[src/rtl/mix_columns_serial.sv]
// Column-serial AES MixColumns / InvMixColumns over one 128-bit State.
// Handles COLS_PER_CYCLE columns per cycle with a valid/ready handshake on both sides.
module mix_columns_serial #(
    parameter int COLS_PER_CYCLE = 1
) (
    input  logic         clk,
    input  logic         rst_n,
    input  logic         in_valid,
    output logic         in_ready,
    input  logic [127:0] in_data,
    input  logic         in_inv,
    output logic         out_valid,
    input  logic         out_ready,
    output logic [127:0] out_data,
    output logic         busy
);

    generate
        if (!(COLS_PER_CYCLE == 1 || COLS_PER_CYCLE == 2 || COLS_PER_CYCLE == 4)) begin : g_bad_cols
            $error("mix_columns_serial: COLS_PER_CYCLE must be 1, 2 or 4");
        end
    endgenerate

    // With 4 columns per cycle the step truncates to 0, so col simply stays at 0.
    localparam logic [1:0] STEP     = 2'(COLS_PER_CYCLE);
    localparam logic [1:0] LAST_COL = 2'(4 - COLS_PER_CYCLE);

    typedef enum logic [1:0] {IDLE, RUN, DONE} state_t;

    state_t       state;
    logic [1:0]   col;
    logic [127:0] word;
    logic         inv;
    logic [127:0] result;
    logic [127:0] next_result;
    logic         started;
    logic [1:0]   idx;

    function automatic logic [7:0] xtime(input logic [7:0] b);
        return {b[6:0], 1'b0} ^ (b[7] ? 8'h1b : 8'h00);
    endfunction

    function automatic logic [31:0] mix_column(input logic [31:0] c, input logic inv_mode);
        logic [7:0] s  [4];
        logic [7:0] x2 [4];
        logic [7:0] x4 [4];
        logic [7:0] x8 [4];
        logic [31:0] r;
        r = '0;
        for (int i = 0; i < 4; i++) begin
            s[i]  = c[8*i +: 8];
            x2[i] = xtime(s[i]);
            x4[i] = xtime(x2[i]);
            x8[i] = xtime(x4[i]);
        end
        // Row r uses coefficients rotated right by r: fwd {2,3,1,1}, inv {e,b,d,9}.
        for (int i = 0; i < 4; i++) begin
            if (!inv_mode)
                r[8*i +: 8] = x2[i] ^ (x2[(i+1)%4] ^ s[(i+1)%4]) ^ s[(i+2)%4] ^ s[(i+3)%4];
            else
                r[8*i +: 8] = (x8[i] ^ x4[i] ^ x2[i])
                            ^ (x8[(i+1)%4] ^ x2[(i+1)%4] ^ s[(i+1)%4])
                            ^ (x8[(i+2)%4] ^ x4[(i+2)%4] ^ s[(i+2)%4])
                            ^ (x8[(i+3)%4] ^ s[(i+3)%4]);
        end
        return r;
    endfunction

    always_comb begin
        next_result = result;
        idx         = '0;
        for (int k = 0; k < COLS_PER_CYCLE; k++) begin
            idx = col + 2'(k);
            next_result[32*idx +: 32] = mix_column(word[32*idx +: 32], inv);
        end
    end

    // started keeps in_ready low until the first edge after reset release.
    assign in_ready  = started && ((state == IDLE) || ((state == DONE) && out_ready));
    assign out_valid = (state == DONE);
    assign busy      = (state != IDLE);
    assign out_data  = result;

    always_ff @(posedge clk or negedge rst_n) begin
        if (!rst_n) begin
            state   <= IDLE;
            col     <= '0;
            word    <= '0;
            inv     <= 1'b0;
            result  <= '0;
            started <= 1'b0;
        end else begin
            started <= 1'b1;
            case (state)
                IDLE: begin
                    if (in_valid && in_ready) begin
                        word  <= in_data;
                        inv   <= in_inv;
                        col   <= '0;
                        state <= RUN;
                    end
                end
                RUN: begin
                    result <= next_result;
                    col    <= col + STEP;
                    if (col == LAST_COL)
                        state <= DONE;
                end
                DONE: begin
                    if (out_ready) begin
                        if (in_valid) begin
                            word  <= in_data;
                            inv   <= in_inv;
                            col   <= '0;
                            state <= RUN;
                        end else begin
                            state <= IDLE;
                        end
                    end
                end
                default: state <= IDLE;
            endcase
        end
    end

endmodule

[config.mk]
export PLATFORM = sky130hd
export DESIGN_NAME = mix_columns_serial
export DESIGN_NICKNAME = d
export VERILOG_FILES = /design/src/rtl/mix_columns_serial.sv
export SDC_FILE = /design/constraint.sdc
export NUM_CORES = 1
export LEC_CHECK = 0
export CAP_MARGIN = 5
export CORE_MARGIN = 2
export CORE_UTILIZATION = 30
export CTS_BUF_LIST = sky130_fd_sc_hd__clkbuf_4
export DETAILED_ROUTE_END_ITERATION = 6
export PLACE_DENSITY = 0.49
export SYNTH_ARGS = -nofsm -noshare
export SYNTH_HDL_FRONTEND = slang
export SYNTH_SLANG_ARGS = --single-unit
export TNS_END_PERCENT = 30
[constraint.sdc]
create_clock -name clk -period 4.8 [get_ports clk]
set_clock_uncertainty 0.15 [all_clocks]
set_input_delay 0.72 -clock clk [delete_from_list [all_inputs] [get_ports clk]]
set_output_delay 0.72 -clock clk [all_outputs]
set_load 0.02 [all_outputs]
==> results of run 1 <==
## registers in the layout, indices dropped and copies added, names as in the netlist
signal,flops
col,2
started,1
out_data,128
word,128
state,2
inv,1
## repair_timing
item,4_1_cts,5_1_grt
hold endpoints to repair,121,0
setup endpoints to repair,0,0
buffers inserted,0,0
gates resized for setup,0,0
hold buffers,1,0
## cell usage in the layout, fill, tap and decap left out, drive strengths merged
master / n
clkdlybuf4s50: 262
dfrtp: 262
xnor2: 143
mux2: 129
nand2: 127
clkbuf: 115
o21ai: 113
xor2: 36
mux4: 32
buf: 24
a22o: 20
xnor3: 12
nor2: 12
clkinv: 10
a21oi: 6
inv: 6
ha: 5
mux2i: 5
diode: 4
nand2b: 4
xor3: 4
nand4: 3
nor2b: 2
or2: 2
or3: 2
and3b: 1
nor3: 1
o21a: 1
nor3b: 1
o31ai: 1
o21bai: 1
bufinv: 1
dlygate4sd3: 1
conb: 1
## path summary, 6_finish.rpt
path,from,end,cells past startpoint
worst max-delay path,col[0]$_DFFE_PN0P_,out_data[11]$_DFFE_PN0P_,9
worst min-delay path,out_data[28]$_DFFE_PN0P_,out_data[28]$_DFFE_PN0P_,2
worst max register to register,col[0]$_DFFE_PN0P_,out_data[11]$_DFFE_PN0P_,9
worst min register to register,out_data[28]$_DFFE_PN0P_,out_data[28]$_DFFE_PN0P_,2
max in group asynchronous,rst_n,word[54]$_DFFE_PN0P_,3
min in group asynchronous,rst_n,out_data[21]$_DFFE_PN0P_,2
## per-stage QoR
step                      instances  hold WS [ps]
after floorplan                 988         274.4
after global placement         1754         311.0
after detailed placement       1754         320.0
after CTS                      1884         332.5
after global routing           1888         343.8
final                          1888         328.0
## cells by family after synthesis
kind of cell    share of synthesized area (%)
simple gates                            4.939
mux                                     17.62
flops                                   51.87
fa+ha+maj                              0.4949
other cells                           0.02967
compound gates                          6.285
xor+xnor                                16.39
buf+inv                                 2.375
## per-layer routing
layer,global-route usage [%],wire [µm],vias to the layer above,share of wire [%]
met5,0,0,-,0
met2,26.69,16960,308,44
li1,-,-,4057,-
met4,4.778,671,0,1.7
met1,26.39,18620,4339,48
met3,4.758,2436,59,6.3
## cell type report
type / count / area [µm²] / area share, %
Antenna cell: 4 / 10.01 / 0.05942
Inverter: 3 / 11.26 / 0.06684
Clock inverter: 14 / 78.83 / 0.4679
Tap cell: 539 / 674.4 / 4.003
Timing Repair Buffer: 287 / 2858 / 16.96
Sequential cell: 262 / 6559 / 38.93
Multi-Input combinational cell: 664 / 5792 / 34.38
Clock buffer: 115 / 863.3 / 5.125
## critical path, delay by kind of cell (launching register included)
family                 cells  cell delay (ps)
XOR/XNOR                   5             1530
AO/OA/AOI/OAI              2              670
flip-flops                 1              660
multiplexers               1              660
buffers and inverters      1              280
==> insert_results.sql, run 1 <==
INSERT INTO impl_metrics (metric_group, metric, value, unit) VALUES
('synth', 'synth-async-reset-ratio', '100.0', '%'),
('drt', 'routed_via_density', '4.641', ''),
('finish', 'fin_nets', '1433', ''),
('clock_tree', 'cts_buffers', '77', ''),
('synth', 'synth_top_cell_area_share', '51.87', '%'),
('finish', 'areaGrowthSynthToFinish', '33.27', '%'),
('grt', 'track_usage', '18.11', '%'),
('synth', 'post_synth_inst_count', '988', ''),
('drt', 'drt-initial-drc-count', '429', ''),
('outcome', 'status', 'completed', ''),
('placed_design', 'placement.io_buffers', '263', ''),
('placed_design', 'dpl_cell_area', '0.01588', 'mm²'),
('finish', 'count_of_filler_cells_inserted_in_the_layout', '4022', ''),
('finish', 'drive_above_1_share', '24.31', '%'),
('drt', 'postRouteAntennaNets', '0', ''),
('setup_path', 'crit_chain', 'buf_4, mux4_2, xnor2_4, xnor3_1, xnor2_2, xnor2_1, xnor2_1, a21oi_1, o21ai_0', ''),
('timing', 'worst-slew-pin-transition', '1011', 'ps'),
('timing', 'rsz0062_at_grt', 'no', ''),
('clock_tree', 'worst_setup_hold_path_clk_slew', '60', 'ps'),
('clock_tree', 'cts.sinks', '262', ''),
('timing', 'final_critical_path_setup_slack', '653.8', 'ps'),
('clock_tree', 'tritoncts', 'built', ''),
('die', 'placement_rows', '75', ''),
('setup_path', 'cp_data_arrival_time', '4580', 'ps'),
('die', 'vertical_extent_of_the_die', '209.3', 'µm'),
('synth', 'synth_area_leaders', 'sky130_fd_sc_hd__dfrtp_1, sky130_fd_sc_hd__mux2_2, sky130_fd_sc_hd__xnor2_1', ''),
('die', 'ios', '264', ''),
('grt', 'antenna_found_initial', '2', ''),
('drt', 'route.detailed.drc', '0', ''),
('timing', 'finalWorstPathRequiredPeriod', '4146', 'ps'),
('setup_path', 'path_common_cell', 'sky130_fd_sc_hd__xnor2_1', ''),
('die', 'die_w', '209.3', 'µm'),
('synth', 'syn_avg_cell_area', '12.79', 'µm²'),
('drt', 'total_number_of_vias', '8763', ''),
('setup_path', 'cp-start-kind', 'flip-flop', ''),
('synth', 'postSynthNetCount', '1126', ''),
('grt', 'first_global_vias', '9341', ''),
('timing', 'max_slew_margin', '32.62', '%'),
('synth', 'yosys_register_bits', '262', ''),
('setup_path', 'end_kind', 'flip-flop', ''),
('die', 'floorplan.die_area', '0.04379', 'mm²'),
('die', 'initial_utilization', '30.27', '%'),
('synth', 'synth_edf_count', '0', ''),
('hold_path', 'hp-class', 'reg -> reg', ''),
('drt', 'final_routed_wire_length_divided_by_cell_count', '20.49', 'µm'),
('setup_path', 'critical_path_s_largest_stage_delay', '660', 'ps'),
('clock_tree', 'clock_latency', '760', 'ps'),
('setup_path', 'rrSetupSlack', '650', 'ps'),
('placed_design', 'dp_hpwl', '28060', 'µm'),
('grt', 'grt_start_max_net_pins', '134', ''),
('setup_path', 'required', '5230', 'ps'),
('finish', 'layout.core_utilization', '40.34', '%'),
('job', 'maxCapViolCount', '0', ''),
('clock_tree', 'cts_max_path_buffers', '3', ''),
('die', 'core_area', '0.04176', 'mm²'),
('timing', 'report.final.slew_viol_count', '0', ''),
('synth', 'syn_area', '0.01264', 'mm²'),
('setup_path', 'worst-path-max-fanout', '17', ''),
('timing', 'fmax', '241.2', 'MHz'),
('timing', 'tns', '0', 'ps'),
('placed_design', 'placement.setup.worst_slack', '622.1', 'ps'),
('timing', 'final-setup-viol-count', '0', ''),
('drt', 'routed_wirelength', '38680', 'µm'),
('synth', 'synthTopCellsByCount', 'sky130_fd_sc_hd__dfrtp_1, sky130_fd_sc_hd__mux2_2, sky130_fd_sc_hd__xnor2_1, sky130_fd_sc_hd__nand2_1, sky130_fd_sc_hd__o21ai_0', ''),
('timing', 'final.period_utilization', '86.38', '%'),
('placed_design', 'gpl.final_weighted_congestion', '0.8159', ''),
('clock_tree', 'clock_tree.root_cell', 'sky130_fd_sc_hd__clkbuf_4', ''),
('grt', 'overflow', '0', ''),
('timing', 'final-hold-violation-count', '0', ''),
('synth', 'yosysWarningCount', '0', ''),
('grt', 'grt_first_pass_wirelength', '59350', 'µm'),
('synth', 'synth_most_common_cell', 'sky130_fd_sc_hd__dfrtp_1', ''),
('synth', 'netlist-cell-type-count', '38', ''),
('drt', 'firstDrtPassIters', '6', ''),
('setup_path', 'worstSetupPathType', 'reg -> reg', ''),
('finish', 'final_cell_area', '0.01685', 'mm²'),
('synth', 'ys_dominant_reg_cell', 'sky130_fd_sc_hd__dfrtp_1', ''),
('synth', 'yosysSeqAreaShare', '51.87', '%'),
('setup_path', 'cell_type_of_the_slowest_stage_on_the_worst_timing_path', 'sky130_fd_sc_hd__dfrtp_2', ''),
('clock_tree', 'cts_h_tree_depth', '3', ''),
('synth', 'synth_top_cell_by_area', 'sky130_fd_sc_hd__dfrtp_1', '');
Power of run 1 is not shown: default switching activity piles up to over one toggle a cycle in this logic, so the estimate is an artifact.
==> inputs of run 2 (changes only) <==
- SKIP_CTS_REPAIR_TIMING: unset -> 1
==> run 2 against run 1 <==
Effect of this change:
- count of clock-buffer cells in the layout unchanged
- core utilization unchanged
- cell count unchanged
- sequential cell count unchanged
- hold slack unchanged
- non-clock buffer count unchanged
- critical path type unchanged
==> insert_results.sql, run 2 (synthesized netlist as in run 1, its figures left out) <==
INSERT INTO impl_metrics (metric_group, metric, value, unit) VALUES
('outcome', 'status', 'completed', ''),
('timing', 'max_slew_margin', '32.63', '%'),
('drt', 'route.detailed.drc', '0', ''),
('finish', 'most-common-layout-cells', 'sky130_fd_sc_hd__clkdlybuf4s50_1, sky130_fd_sc_hd__dfrtp_1, sky130_fd_sc_hd__xnor2_1, sky130_fd_sc_hd__mux2_2, sky130_fd_sc_hd__nand2_1', ''),
('grt', 'grt_start_max_net_pins', '134', ''),
('die', 'initial_utilization', '30.27', '%'),
('timing', 'final-setup-viol-count', '0', ''),
('placed_design', 'place_inst', '1754', ''),
('drt', 'total_number_of_vias', '8772', ''),
('finish', 'drive_above_1_share', '24.31', '%'),
('setup_path', 'crit_cells', '9', ''),
('timing', 'tns', '0', 'ps'),
('timing', 'fmax', '240.8', 'MHz'),
('placed_design', 'placement.io_buffers', '263', ''),
('setup_path', 'worst-path-max-fanout', '17', ''),
('setup_path', 'rrSetupSlack', '650', 'ps'),
('hold_path', 'hp-class', 'reg -> reg', ''),
('setup_path', 'cp_data_arrival_time', '4590', 'ps'),
('grt', 'grt_first_pass_wirelength', '59330', 'µm'),
('drt', 'routed_via_density', '4.646', ''),
('clock_tree', 'cts_max_path_buffers', '3', ''),
('job', 'maxCapViolCount', '0', ''),
('placed_design', 'dp_hpwl', '28060', 'µm'),
('timing', 'report.final.slew_viol_count', '0', ''),
('clock_tree', 'clock_latency', '760', 'ps'),
('clock_tree', 'worst_setup_hold_path_clk_slew', '60', 'ps'),
('die', 'ios', '264', ''),
('clock_tree', 'clock_tree.root_cell', 'sky130_fd_sc_hd__clkbuf_4', ''),
('grt', 'first_global_vias', '9328', ''),
('die', 'vertical_extent_of_the_die', '209.3', 'µm'),
('grt', 'track_usage', '18.10', '%'),
('setup_path', 'path_common_cell', 'sky130_fd_sc_hd__xnor2_1', ''),
('clock_tree', 'cts.sinks', '262', ''),
('setup_path', 'worstSetupPathType', 'reg -> reg', ''),
('finish', 'leading_cell_type_in_the_layout_fill_and_taps_excluded', 'sky130_fd_sc_hd__clkdlybuf4s50_1', ''),
('drt', 'routed_wirelength', '38690', 'µm'),
('setup_path', 'crit_chain', 'buf_4, mux4_2, xnor2_4, xnor3_1, xnor2_2, xnor2_1, xnor2_1, a21oi_1, o21ai_0', ''),
('setup_path', 'r2r.worst_path.cells', '9', ''),
('finish', 'count_of_filler_cells_inserted_in_the_layout', '4022', ''),
('timing', 'final.period_utilization', '86.52', '%'),
('hold_path', 'number_of_cells_on_the_worst_hold_path', '2', ''),
('die', 'core_area', '0.04176', 'mm²'),
('die', 'die_w', '209.3', 'µm'),
('setup_path', 'crit_family', 'XOR/XNOR gates', ''),
('clock_tree', 'cts_buffers', '77', ''),
('drt', 'drt-initial-drc-count', '433', ''),
('die', 'placement_rows', '75', ''),
('finish', 'fin_nets', '1433', ''),
('drt', 'postRouteAntennaNets', '0', ''),
('setup_path', 'worst-path-buf-inv', '1', ''),
('drt', 'final_routed_wire_length_divided_by_cell_count', '20.49', 'µm'),
('die', 'floorplan.die_area', '0.04379', 'mm²'),
('timing', 'final-hold-violation-count', '0', ''),
('timing', 'rsz0062_at_grt', 'no', ''),
('clock_tree', 'tritoncts', 'built', ''),
('grt', 'antenna_found_initial', '2', ''),
('timing', 'finalWorstPathRequiredPeriod', '4153', 'ps'),
('setup_path', 'required', '5230', 'ps'),
('timing', 'worst-slew-pin-transition', '1011', 'ps'),
('clock_tree', 'cts_h_tree_depth', '3', ''),
('finish', 'areaGrowthSynthToFinish', '33.27', '%'),
('setup_path', 'cell_type_of_the_slowest_stage_on_the_worst_timing_path', 'sky130_fd_sc_hd__dfrtp_2', ''),
('drt', 'firstDrtPassIters', '6', ''),
('setup_path', 'cp-start-kind', 'flip-flop', ''),
('placed_design', 'gpl.final_weighted_congestion', '0.8159', ''),
('finish', 'final_cells', '1888', ''),
('setup_path', 'end_kind', 'flip-flop', ''),
('grt', 'overflow', '0', ''),
('setup_path', 'critical_path_s_largest_stage_delay', '660', 'ps');
## run 2: cell counts in the layout (fill, tap and decap cells not counted)
No cell type changed its count.
## run 2: per-stage QoR
| step | setup slack [ps] | hold WS (ps) | utilization (%) | area, µm² |
|---|---|---|---|---|
| floorplan | 1436 | 274.4 | - | 12640 |
| global placement | 570.3 | 311.0 | 38.04 | 15880 |
| detailed placement | 622.1 | 320.0 | 38.04 | 15880 |
| CTS | 581.4 | -72.56 | 40.29 | 16830 |
| global route | 400.0 | 343.8 | 40.34 | 16850 |
| finish | 647.0 | 328.0 | 40.34 | 16850 |
## run 2: worst reg2reg max path, delay by kind of cell (launching register included)
kind	cells	cell delay (ps)
XOR/XNOR	5	1540
AO/OA/AOI/OAI	2	680
flip-flops	1	660
multiplexers	1	660
buffers and inverters	1	290
## run 2: routing by layer
metal,vias up,global-route usage (%),routed length [µm]
li1,4057,-,-
met1,4347,26.39,18550
met2,309,26.67,16980
met3,59,4.758,2481
met4,0,4.778,671
met5,-,0,0
## run 2: path summary, 6_finish.rpt
| check | startpoint | endpoint |
|---|---|---|
| worst max-delay path | col[0]$_DFFE_PN0P_ | out_data[11]$_DFFE_PN0P_ |
| max in group asynchronous | rst_n | word[54]$_DFFE_PN0P_ |
| worst max register to register | col[0]$_DFFE_PN0P_ | out_data[11]$_DFFE_PN0P_ |
| min in group asynchronous | rst_n | out_data[21]$_DFFE_PN0P_ |
| worst min register to register | out_data[28]$_DFFE_PN0P_ | out_data[28]$_DFFE_PN0P_ |
| worst min-delay path | out_data[28]$_DFFE_PN0P_ | out_data[28]$_DFFE_PN0P_ |
## run 2: final cells by class
cell class | count | area [µm²] | area share [%]
inverter | 3 | 11.26 | 0.06684
sequential | 262 | 6559 | 38.93
tap | 539 | 674.4 | 4.003
clock inverter | 14 | 78.83 | 0.4679
antenna | 4 | 10.01 | 0.05942
clock buffer | 115 | 863.3 | 5.125
timing repair buffer | 287 | 2858 | 16.96
multi-input combinational | 664 | 5792 | 34.38
Power of run 2 is left out for the same reason.
==> inputs of run 3 (changes only) <==
- clock period: 4.8 -> 4.53 ns (I/O delays scaled with it)
==> run 3 against run 2 <==
Effect of this change:
- design area is 0.26% higher
- global-route usage is 0.098 points lower
- sequential cell count stayed put
- critical path depth is 1 higher
- setup slack better by 32 ps
- die area stayed put
==> insert_results.sql, run 3 (synthesized netlist as in run 1, its figures left out) <==
INSERT INTO impl_metrics (metric_group, metric, value, unit) VALUES
('grt', 'track_usage', '18.00', '%'),
('placed_design', 'placement.io_buffers', '263', ''),
('drt', 'postRouteAntennaNets', '0', ''),
('drt', 'route.detailed.drc', '0', ''),
('hold_path', 'hp-class', 'reg -> reg', ''),
('clock_tree', 'tritoncts', 'built', ''),
('finish', 'most-common-layout-cells', 'sky130_fd_sc_hd__clkdlybuf4s50_1, sky130_fd_sc_hd__dfrtp_1, sky130_fd_sc_hd__xnor2_1, sky130_fd_sc_hd__mux2_2, sky130_fd_sc_hd__nand2_1', ''),
('clock_tree', 'worst_setup_hold_path_clk_slew', '60', 'ps'),
('drt', 'routed_via_density', '4.717', ''),
('grt', 'grt_first_pass_wirelength', '58940', 'µm'),
('job', 'maxCapViolCount', '0', ''),
('setup_path', 'critical_path_s_largest_stage_delay', '660', 'ps'),
('die', 'vertical_extent_of_the_die', '209.3', 'µm'),
('clock_tree', 'cts_h_tree_depth', '3', ''),
('timing', 'rsz0062_at_grt', 'no', ''),
('clock_tree', 'cts.sinks', '262', ''),
('placed_design', 'gpl.final_weighted_congestion', '0.8533', ''),
('clock_tree', 'cts_buffers', '77', ''),
('setup_path', 'required', '4950', 'ps'),
('finish', 'regArea', '0.006559', 'mm²'),
('setup_path', 'cell_type_of_the_slowest_stage_on_the_worst_timing_path', 'sky130_fd_sc_hd__mux4_2', ''),
('die', 'ios', '264', ''),
('finish', 'leading_cell_type_in_the_layout_fill_and_taps_excluded', 'sky130_fd_sc_hd__clkdlybuf4s50_1', ''),
('grt', 'grt_start_max_net_pins', '134', ''),
('die', 'initial_utilization', '30.27', '%'),
('die', 'core_area', '0.04176', 'mm²'),
('clock_tree', 'clock_tree.root_cell', 'sky130_fd_sc_hd__clkbuf_4', ''),
('drt', 'final_routed_wire_length_divided_by_cell_count', '20.51', 'µm'),
('timing', 'report.final.slew_viol_count', '0', ''),
('timing', 'tns', '0', 'ps'),
('grt', 'first_global_vias', '9268', ''),
('finish', 'fin_nets', '1443', ''),
('grt', 'overflow', '0', ''),
('clock_tree', 'clock_latency', '740', 'ps'),
('timing', 'finalWorstPathRequiredPeriod', '3851', 'ps'),
('drt', 'drt-initial-drc-count', '440', ''),
('finish', 'drive_above_1_share', '24.65', '%'),
('outcome', 'status', 'completed', ''),
('grt', 'antenna_found_initial', '3', ''),
('timing', 'final.period_utilization', '85.02', '%'),
('finish', 'areaGrowthSynthToFinish', '33.61', '%'),
('setup_path', 'crit_chain', 'buf_4, buf_4, mux4_2, xnor2_4, xnor3_1, xnor2_2, xnor2_1, xnor2_1, a21oi_1, o21ai_0', ''),
('setup_path', 'cp-start-kind', 'flip-flop', ''),
('finish', 'count_of_filler_cells_inserted_in_the_layout', '4014', ''),
('timing', 'final-setup-viol-count', '0', ''),
('die', 'placement_rows', '75', ''),
('setup_path', 'cp_data_arrival_time', '4270', 'ps'),
('setup_path', 'end_kind', 'flip-flop', ''),
('timing', 'fmax', '259.7', 'MHz'),
('timing', 'final-hold-violation-count', '0', ''),
('clock_tree', 'cts_max_path_buffers', '3', ''),
('placed_design', 'dp_hpwl', '28330', 'µm'),
('finish', 'multi_input_comb_area', '0.005792', 'mm²'),
('drt', 'total_number_of_vias', '8949', ''),
('drt', 'routed_wirelength', '38910', 'µm'),
('setup_path', 'worstSetupPathType', 'reg -> reg', ''),
('timing', 'worst-slew-pin-transition', '798.9', 'ps'),
('die', 'floorplan.die_area', '0.04379', 'mm²'),
('timing', 'max_slew_margin', '46.55', '%'),
('die', 'die_w', '209.3', 'µm'),
('setup_path', 'worst-path-max-fanout', '12', ''),
('drt', 'firstDrtPassIters', '4', '');
==> run 3: cell count changes in the layout (fill, tap and decap cells not counted), sizes merged <==
| cell | delta |
|---|---|
| buf | +10 |
| clkbuf | -5 |
| clkinv | +5 |
| diode | -1 |
==> run 3: worst max-delay path: cells and delay by family, from the launching register on <==
kind,cells,cell delay (ps)
XOR/XNOR,5,1390
buffers and inverters,2,430
multiplexers,1,660
AO/OA/AOI/OAI,2,480
flip-flops,1,600
==> run 3: final timing paths <==
kind	from	end	slack (ps)	cells past startpoint
setup / recovery	col[0]$_DFFE_PN0P_	out_data[27]$_DFFE_PN0P_	680	10
hold / removal	out_data[113]$_DFFE_PN0P_	out_data[113]$_DFFE_PN0P_	330	2
setup reg to reg	col[0]$_DFFE_PN0P_	out_data[27]$_DFFE_PN0P_	680	10
hold reg to reg	out_data[113]$_DFFE_PN0P_	out_data[113]$_DFFE_PN0P_	330	2
max in group asynchronous	rst_n	word[113]$_DFFE_PN0P_	2670	3
min in group asynchronous	rst_n	out_data[69]$_DFFE_PN0P_	390	2
==> run 3: per-layer routing <==
metal / vias to the layer above / GRT usage (%) / routed length [µm]
met5: - / 0 / 14
li1: 4080 / - / -
met3: 47 / 4.728 / 2495
met2: 317 / 26.38 / 16770
met1: 4503 / 25.84 / 18860
met4: 2 / 6.034 / 760
==> run 3: per-stage QoR <==
| step | std cells | worst slack (ps) | area, µm² | hold WS (ps) | util [%] |
|---|---|---|---|---|---|
| 2_1_floorplan | 988 | 1166 | 12640 | 233.9 | - |
| 3_3_place_gp | 1764 | 707.1 | 15950 | 313.5 | 38.19 |
| 3_5_place_dp | 1764 | 640.8 | 15950 | 318.7 | 38.19 |
| 4_1_cts | 1893 | 634.1 | 16870 | -285.2 | 40.40 |
| 5_1_grt | 1896 | 434.1 | 16890 | 336.8 | 40.44 |
| 6_report | 1897 | 678.8 | 16890 | 325.4 | 40.45 |
==> run 3: final cells by class <==
type | instances | share of cell area [%]
inverter | 3 | 0.06667
tap | 539 | 3.993
clock buffer | 110 | 4.889
multi-input combinational | 664 | 34.29
antenna | 3 | 0.04445
clock inverter | 19 | 0.5926
sequential | 262 | 38.83
timing repair buffer | 297 | 17.29
Power of run 3 is left out for the same reason.
